$ cat config.mk
export PLATFORM = sky130hd
export DESIGN_NAME = spi_sensor_poller
export DESIGN_NICKNAME = d
export VERILOG_FILES = /design/src/rtl/spi_sensor_poller.sv
export SDC_FILE = /design/constraint.sdc
export NUM_CORES = 1
export LEC_CHECK = 0
export CORE_MARGIN = 3
export CORE_UTILIZATION = 29
export CTS_CLUSTER_DIAMETER = 150
export DETAILED_ROUTE_END_ITERATION = 10
export PLACE_DENSITY_LB_ADDON = 0.2
export SYNTH_ARGS = -nofsm -noshare
export SYNTH_HDL_FRONTEND = slang
export SYNTH_SLANG_ARGS = --single-unit
$ cat constraint.sdc
create_clock -name clk_system -period 2.5 [get_ports clk_system]
set_input_delay 0.5 -clock clk_system [delete_from_list [all_inputs] [get_ports clk_system]]
set_output_delay 0.5 -clock clk_system [all_outputs]
set_load 0.03 [all_outputs]
$ cat src/rtl/spi_sensor_poller.sv
// spi_sensor_poller
// Periodically reads one sensor register through the SPI byte engine:
// a command-byte transfer, then a dummy-byte read transfer. The received
// byte is published as a sample and compared against an unsigned threshold,
// driving a latched alarm flag and a sticky timeout error.

module spi_sensor_poller #(
   parameter int                   REG_WIDTH = 8,
   parameter int                   POLL_DIV  = 50000,
   parameter logic [REG_WIDTH-1:0] CMD_BYTE  = 8'h8F,
   parameter int                   TIMEOUT   = 255
) (
   input  logic                           clk_system,
   input  logic                           reset_system,
   input  logic                           enable,
   input  logic [REG_WIDTH-1:0]           threshold,
   input  logic                           alarm_clear,
   output logic                           spi_start,
   output logic [REG_WIDTH-1:0]           spi_tx,
   output logic [$clog2(REG_WIDTH):0]     spi_size,
   input  logic                           spi_done,
   input  logic [REG_WIDTH-1:0]           spi_rx,
   output logic [REG_WIDTH-1:0]           sample,
   output logic                           sample_valid,
   output logic                           alarm,
   output logic                           timeout_err
);

   localparam int SIZE_W = $clog2(REG_WIDTH) + 1;
   localparam int TICK_W = (POLL_DIV > 1) ? $clog2(POLL_DIV) : 1;
   localparam int TO_W   = $clog2(TIMEOUT + 1);

   typedef enum logic [2:0] {
      IDLE,
      WAIT_TICK,
      SEND_CMD,
      WAIT_CMD,
      SEND_RD,
      WAIT_RD,
      COMPARE,
      ABORT
   } state_t;

   state_t            state;
   state_t            next_state;
   logic [TICK_W-1:0] tick_cnt;
   logic [TO_W-1:0]   to_cnt;
   logic              tick;
   logic              timeout_hit;

   assign tick        = (tick_cnt == TICK_W'(POLL_DIV - 1));
   assign timeout_hit = (to_cnt == TO_W'(TIMEOUT));
   assign spi_size    = SIZE_W'(REG_WIDTH);

   // Poll interval counter: free-runs while enabled, parked at zero otherwise.
   always_ff @(posedge clk_system or negedge reset_system) begin
      // NOTE: sequential state uses non-blocking assignments so every register
      // samples pre-edge values regardless of statement order.
      if (!reset_system)
         tick_cnt <= '0;
      else if (!enable || tick)
         tick_cnt <= '0;
      else
         tick_cnt <= tick_cnt + TICK_W'(1);
   end

   // State register.
   always_ff @(posedge clk_system or negedge reset_system) begin
      if (!reset_system)
         state <= IDLE;
      else
         state <= next_state;
   end

   // Next-state logic; ticks arriving mid-poll are simply not looked at.
   always_comb begin
      // NOTE: default first so every path assigns next_state and no latch is inferred.
      next_state = state;
      unique case (state)
         IDLE:      if (enable) next_state = WAIT_TICK;
         WAIT_TICK: begin
            if (!enable)   next_state = IDLE;
            else if (tick) next_state = SEND_CMD;
         end
         SEND_CMD:  next_state = WAIT_CMD;
         WAIT_CMD: begin
            if (spi_done)         next_state = SEND_RD;
            else if (timeout_hit) next_state = ABORT;
         end
         SEND_RD:   next_state = WAIT_RD;
         WAIT_RD: begin
            if (spi_done)         next_state = COMPARE;
            else if (timeout_hit) next_state = ABORT;
         end
         COMPARE,
         ABORT:     next_state = enable ? WAIT_TICK : IDLE;
         default:   next_state = IDLE;
      endcase
   end

   // Response watchdog: cleared while issuing a request, counts while waiting.
   always_ff @(posedge clk_system or negedge reset_system) begin
      if (!reset_system)
         to_cnt <= '0;
      else if (state == SEND_CMD || state == SEND_RD)
         to_cnt <= '0;
      else if ((state == WAIT_CMD || state == WAIT_RD) && !timeout_hit)
         to_cnt <= to_cnt + TO_W'(1);
   end

   // Engine request: start pulse and transmit word, held until the next request.
   always_ff @(posedge clk_system or negedge reset_system) begin
      if (!reset_system) begin
         spi_start <= 1'b0;
         spi_tx    <= '0;
      end else begin
         spi_start <= (next_state == SEND_CMD) || (next_state == SEND_RD);
         if (next_state == SEND_CMD)
            spi_tx <= CMD_BYTE;
         else if (next_state == SEND_RD)
            spi_tx <= '0;
      end
   end

   // Sample capture on the read transfer's completion, valid pulse after compare.
   always_ff @(posedge clk_system or negedge reset_system) begin
      if (!reset_system) begin
         sample       <= '0;
         sample_valid <= 1'b0;
      end else begin
         if (state == WAIT_RD && spi_done)
            sample <= spi_rx;
         sample_valid <= (state == COMPARE);
      end
   end

   // Latched flags: a set in the same cycle as alarm_clear takes priority.
   always_ff @(posedge clk_system or negedge reset_system) begin
      if (!reset_system) begin
         alarm       <= 1'b0;
         timeout_err <= 1'b0;
      end else begin
         if (state == COMPARE && sample > threshold)
            alarm <= 1'b1;
         else if (alarm_clear)
            alarm <= 1'b0;
         if (state == ABORT)
            timeout_err <= 1'b1;
         else if (alarm_clear)
            timeout_err <= 1'b0;
      end
   end

endmodule

==> results.py <==
metrics = {
    "outcome": {
        "status": "finished clean",
    },
    "clock_network": {
        "clockRootBuffer": "clkbuf_8",
        "cts.sinks": 40,
        "cts_resized": 0,
        "cts_setup_buffers": 0,
        "clock_latency_ns": 0.30,
        "cts_tree": "done",
        "clkTransAtPathRegs_ns": 0.09,
        "cts_hold_buffers": 0,
        "cts_buffers": 5,
        "htreeDepth": 2,
        "cts_buffer_depth": 2,
    },
    "global_route": {
        "gr-usage-met3": 0.0386,
        "use_met1": 0.151,
        "grt_util_all_layers": 0.109,
        "grt_pass1_wl_um": 7470,
        "grt-ovfl-total": 0,
        "grt_busiest_layer": "met2",
        "gr-usage-met2": 0.160,
        "grt_max_degree": 32,
        "antenna_found_initial": 0,
        "first_global_vias": 1547,
    },
    "logic_synthesis": {
        "synth_edf_count": 0,
        "synth_cells": 211,
        "yosysWarnings": 0,
        "synth_top_area_cell": "dfrtp_1",
        "synth.most_common_cell": "dfrtp_1",
        "ys_ff_latch": 40,
        "async_reset_ff_frac": 1.00,
        "synth_top_family_by_area": "simple AND/OR/NAND/NOR gates",
        "synth.top_cell.area_share": 0.465,
        "synth_adder_area_share": 0.0582,
        "synth_mux_area_frac": 0.0465,
        "yosysSeqAreaShare": 0.465,
        "syn_area_um2": 2150,
        "ys.flop_type": "dfrtp_1",
        "synth_cell_types": 45,
        "synth_compound_area_frac": 0.0867,
        "synth_common_cells": "dfrtp_1, nor2_1, inv_1, nand3_1, xnor2_1",
        "synth_area_leaders": "dfrtp_1, ha_1, xnor2_1, mux2_2, buf_4",
        "synth-simple-area-share": 0.199,
        "synth_xor_area_frac": 0.0652,
        "synth.avg_cell_area_um2": 10.2,
    },
    "die": {
        "std_cell_rows": 30,
        "die_x_um": 92.1,
        "io_pins": 45,
        "core_area_um2": 6980,
        "dieHeight_um": 92.1,
        "die-area_um2": 8490,
        "initial_core_util": 0.308,
    },
    "sta": {
        "fin_setup_tns_ns": 0,
        "fin_skew_ns": 0.0111,
        "tightest_slew_ns": 0.499,
        "slew_viol_final": 0,
        "max_freq_mhz": 507,
        "finalSetupViolCount": 0,
        "period_needed_ns": 1.97,
        "finalCritPeriodShare": 0.788,
        "hold_viol_final": 0,
        "rsz0062_at_grt": "no",
        "relSlewSlack": 0.666,
    },
    "routing": {
        "wl_per_cell_um": 12.5,
        "drtAntennaViolNets": 0,
        "drt-total-wl_um": 4330,
        "drtIter0Drc": 69,
        "drc_errors": 0,
        "via_per_inst": 4.63,
        "vias": 1597,
        "firstDrtPassIters": 4,
    },
    "final_layout": {
        "regArea_um2": 1000,
        "n_antenna_cell": 0,
        "drive_gt1_frac": 0.0964,
        "nFillCells": 714,
        "multi_input_area_um2": 1010,
        "final_util": 0.380,
        "syn2layout_area_growth_pct": 23.5,
        "layout.nets": 279,
    },
    "critical_path": {
        "max_stage_delay_ns": 0.59,
        "required_ns": 2.65,
        "cp.buffers_inverters": 0,
        "endpoint_kind": "flip-flop",
        "critPathLaunchType": "flip-flop",
        "cp_top_family": "simple AND/OR/NAND/NOR gates",
        "criticalPathCategory": "reg -> reg",
        "crit_path_top_delay_cell": "or4_4",
        "path_max_fanout": 6,
        "regToRegSetupSlack_ns": 0.53,
        "crit_arrival_ns": 2.12,
        "path_cells": "or4b_1, or4_4, o21ai_0, a31oi_1",
    },
    "pwr": {
        "intPower_mw": 0.910,
        "clkPwrFrac": 0.378,
        "pwr-share-seq": 0.551,
        "leakage_nw": 1.19,
        "powerDensity_nw_per_um2": 450,
        "p_sw_frac": 0.239,
        "peakVddDrop_mv": 0.156,
        "pwr-share-comb": 0.071,
        "p_switching_mw": 0.285,
    },
    "hold_path": {
        "hold_path_class": "in -> async",
    },
    "placement": {
        "hpwl_um": 3140,
        "place_congestion": 0.694,
        "port_buffers": 37,
    },
    "flow_run": {
        "max_cap_viol_count": 0,
    },
}
-- worst register-to-register path: cells and delay by family, from the launching register on --
kind               cells  cell delay, ns
DFF                    1            0.45
AOI/OAI and AO/OA      2            0.27
and+or+nand+nor        2            1.11
-- per-stage QoR --
| stage | setup slack (ns) | cell area, um^2 | hold slack (ns) | power [mW] | std cells |
|---|---|---|---|---|---|
| after detailed placement | 0.378 | 2560 | 0.378 | 0.757 | 337 |
| after global routing | 0.422 | 2660 | 0.0393 | 1.26 | 345 |
| after global placement | 0.403 | 2560 | 0.372 | 0.757 | 337 |
| after floorplan | 0.637 | 2170 | 0.204 | 0.715 | 216 |
| final | 0.530 | 2660 | 0.0445 | 1.19 | 345 |
| after CTS | 0.524 | 2660 | 0.0455 | 1.22 | 345 |
-- power groups by stage --
| stage | clock network, mW | logic (mW) | registers, mW |
|---|---|---|---|
| finish | 0.452 | 0.0844 | 0.659 |
| global placement | 0 | 0.0858 | 0.671 |
| global route | 0.505 | 0.0961 | 0.660 |
| detailed placement | 0 | 0.0860 | 0.671 |
| floorplan | 0 | 0.0468 | 0.668 |
| CTS | 0.475 | 0.0867 | 0.658 |
-- cells by family (layout without fill, tap and decap cells) --
group                    count (synthesis)  after routing
adder cells (fa/ha/maj)                 10             10
buffers and inverters                   29             62
AND/OR/NAND/NOR                         79             79
AO/OA/AOI/OAI                           26             26
other                                    2              7
multiplexers                             9              9
flip-flops                              40             40
XOR/XNOR                                16             16
-- routing by layer --
layer,part of all wire,vias up
met5,0,-
met2,0.44,35
met4,0.014,0
met3,0.052,6
met1,0.50,756
li1,-,800
-- sequential cells by signal (all words and copies together) (netlist names), 3 cells and up --
name / count
state: 3
to_cnt: 8
tick_cnt: 16
sample: 8
-- final timing paths --
check / startpoint / endpoint / cells after the start
worst max-delay path: tick_cnt[10]$_DFF_PN0_ / state[0]$_DFF_PN0_ / 4
worst min-delay path: reset_system / tick_cnt[5]$_DFF_PN0_ / 1
worst max register to register: tick_cnt[10]$_DFF_PN0_ / state[0]$_DFF_PN0_ / 4
worst min register to register: tick_cnt[0]$_DFF_PN0_ / tick_cnt[0]$_DFF_PN0_ / 1
max in group asynchronous: reset_system / timeout_err$_DFFE_PN0P_ / 2
min in group clk_system: tick_cnt[0]$_DFF_PN0_ / tick_cnt[0]$_DFF_PN0_ / 1
-- final cells by class --
type,instances,share of cell area
Inverter,15,0.0212
Multi-Input combinational cell,147,0.379
Clock inverter,2,0.00377
Sequential cell,40,0.377
Tap cell,96,0.0452
Timing Repair Buffer,39,0.143
Clock buffer,6,0.0311
-- cells in the final DEF (no fill, tap or decap), types with 2 or more instances in the layout --
cell / n
dfrtp_1: 40
clkdlybuf4s50_1: 36
nor2_1: 20
inv_1: 15
nand3_1: 13
xnor2_1: 13
nand2_1: 12
ha_1: 10
mux2_2: 8
conb_1: 7
nand4_1: 6
nor4_1: 6
clkbuf_8: 6
nor2b_1: 5
o21ai_0: 4
nor3_1: 4
a21oi_1: 4
xor2_1: 3
and3_1: 3
or4bb_1: 2
a31oi_1: 2
nand2b_1: 2
o211ai_1: 2
o31ai_1: 2
clkinv_2: 2
buf_4: 2
Note: power is estimated with default switching activity, not from simulation.
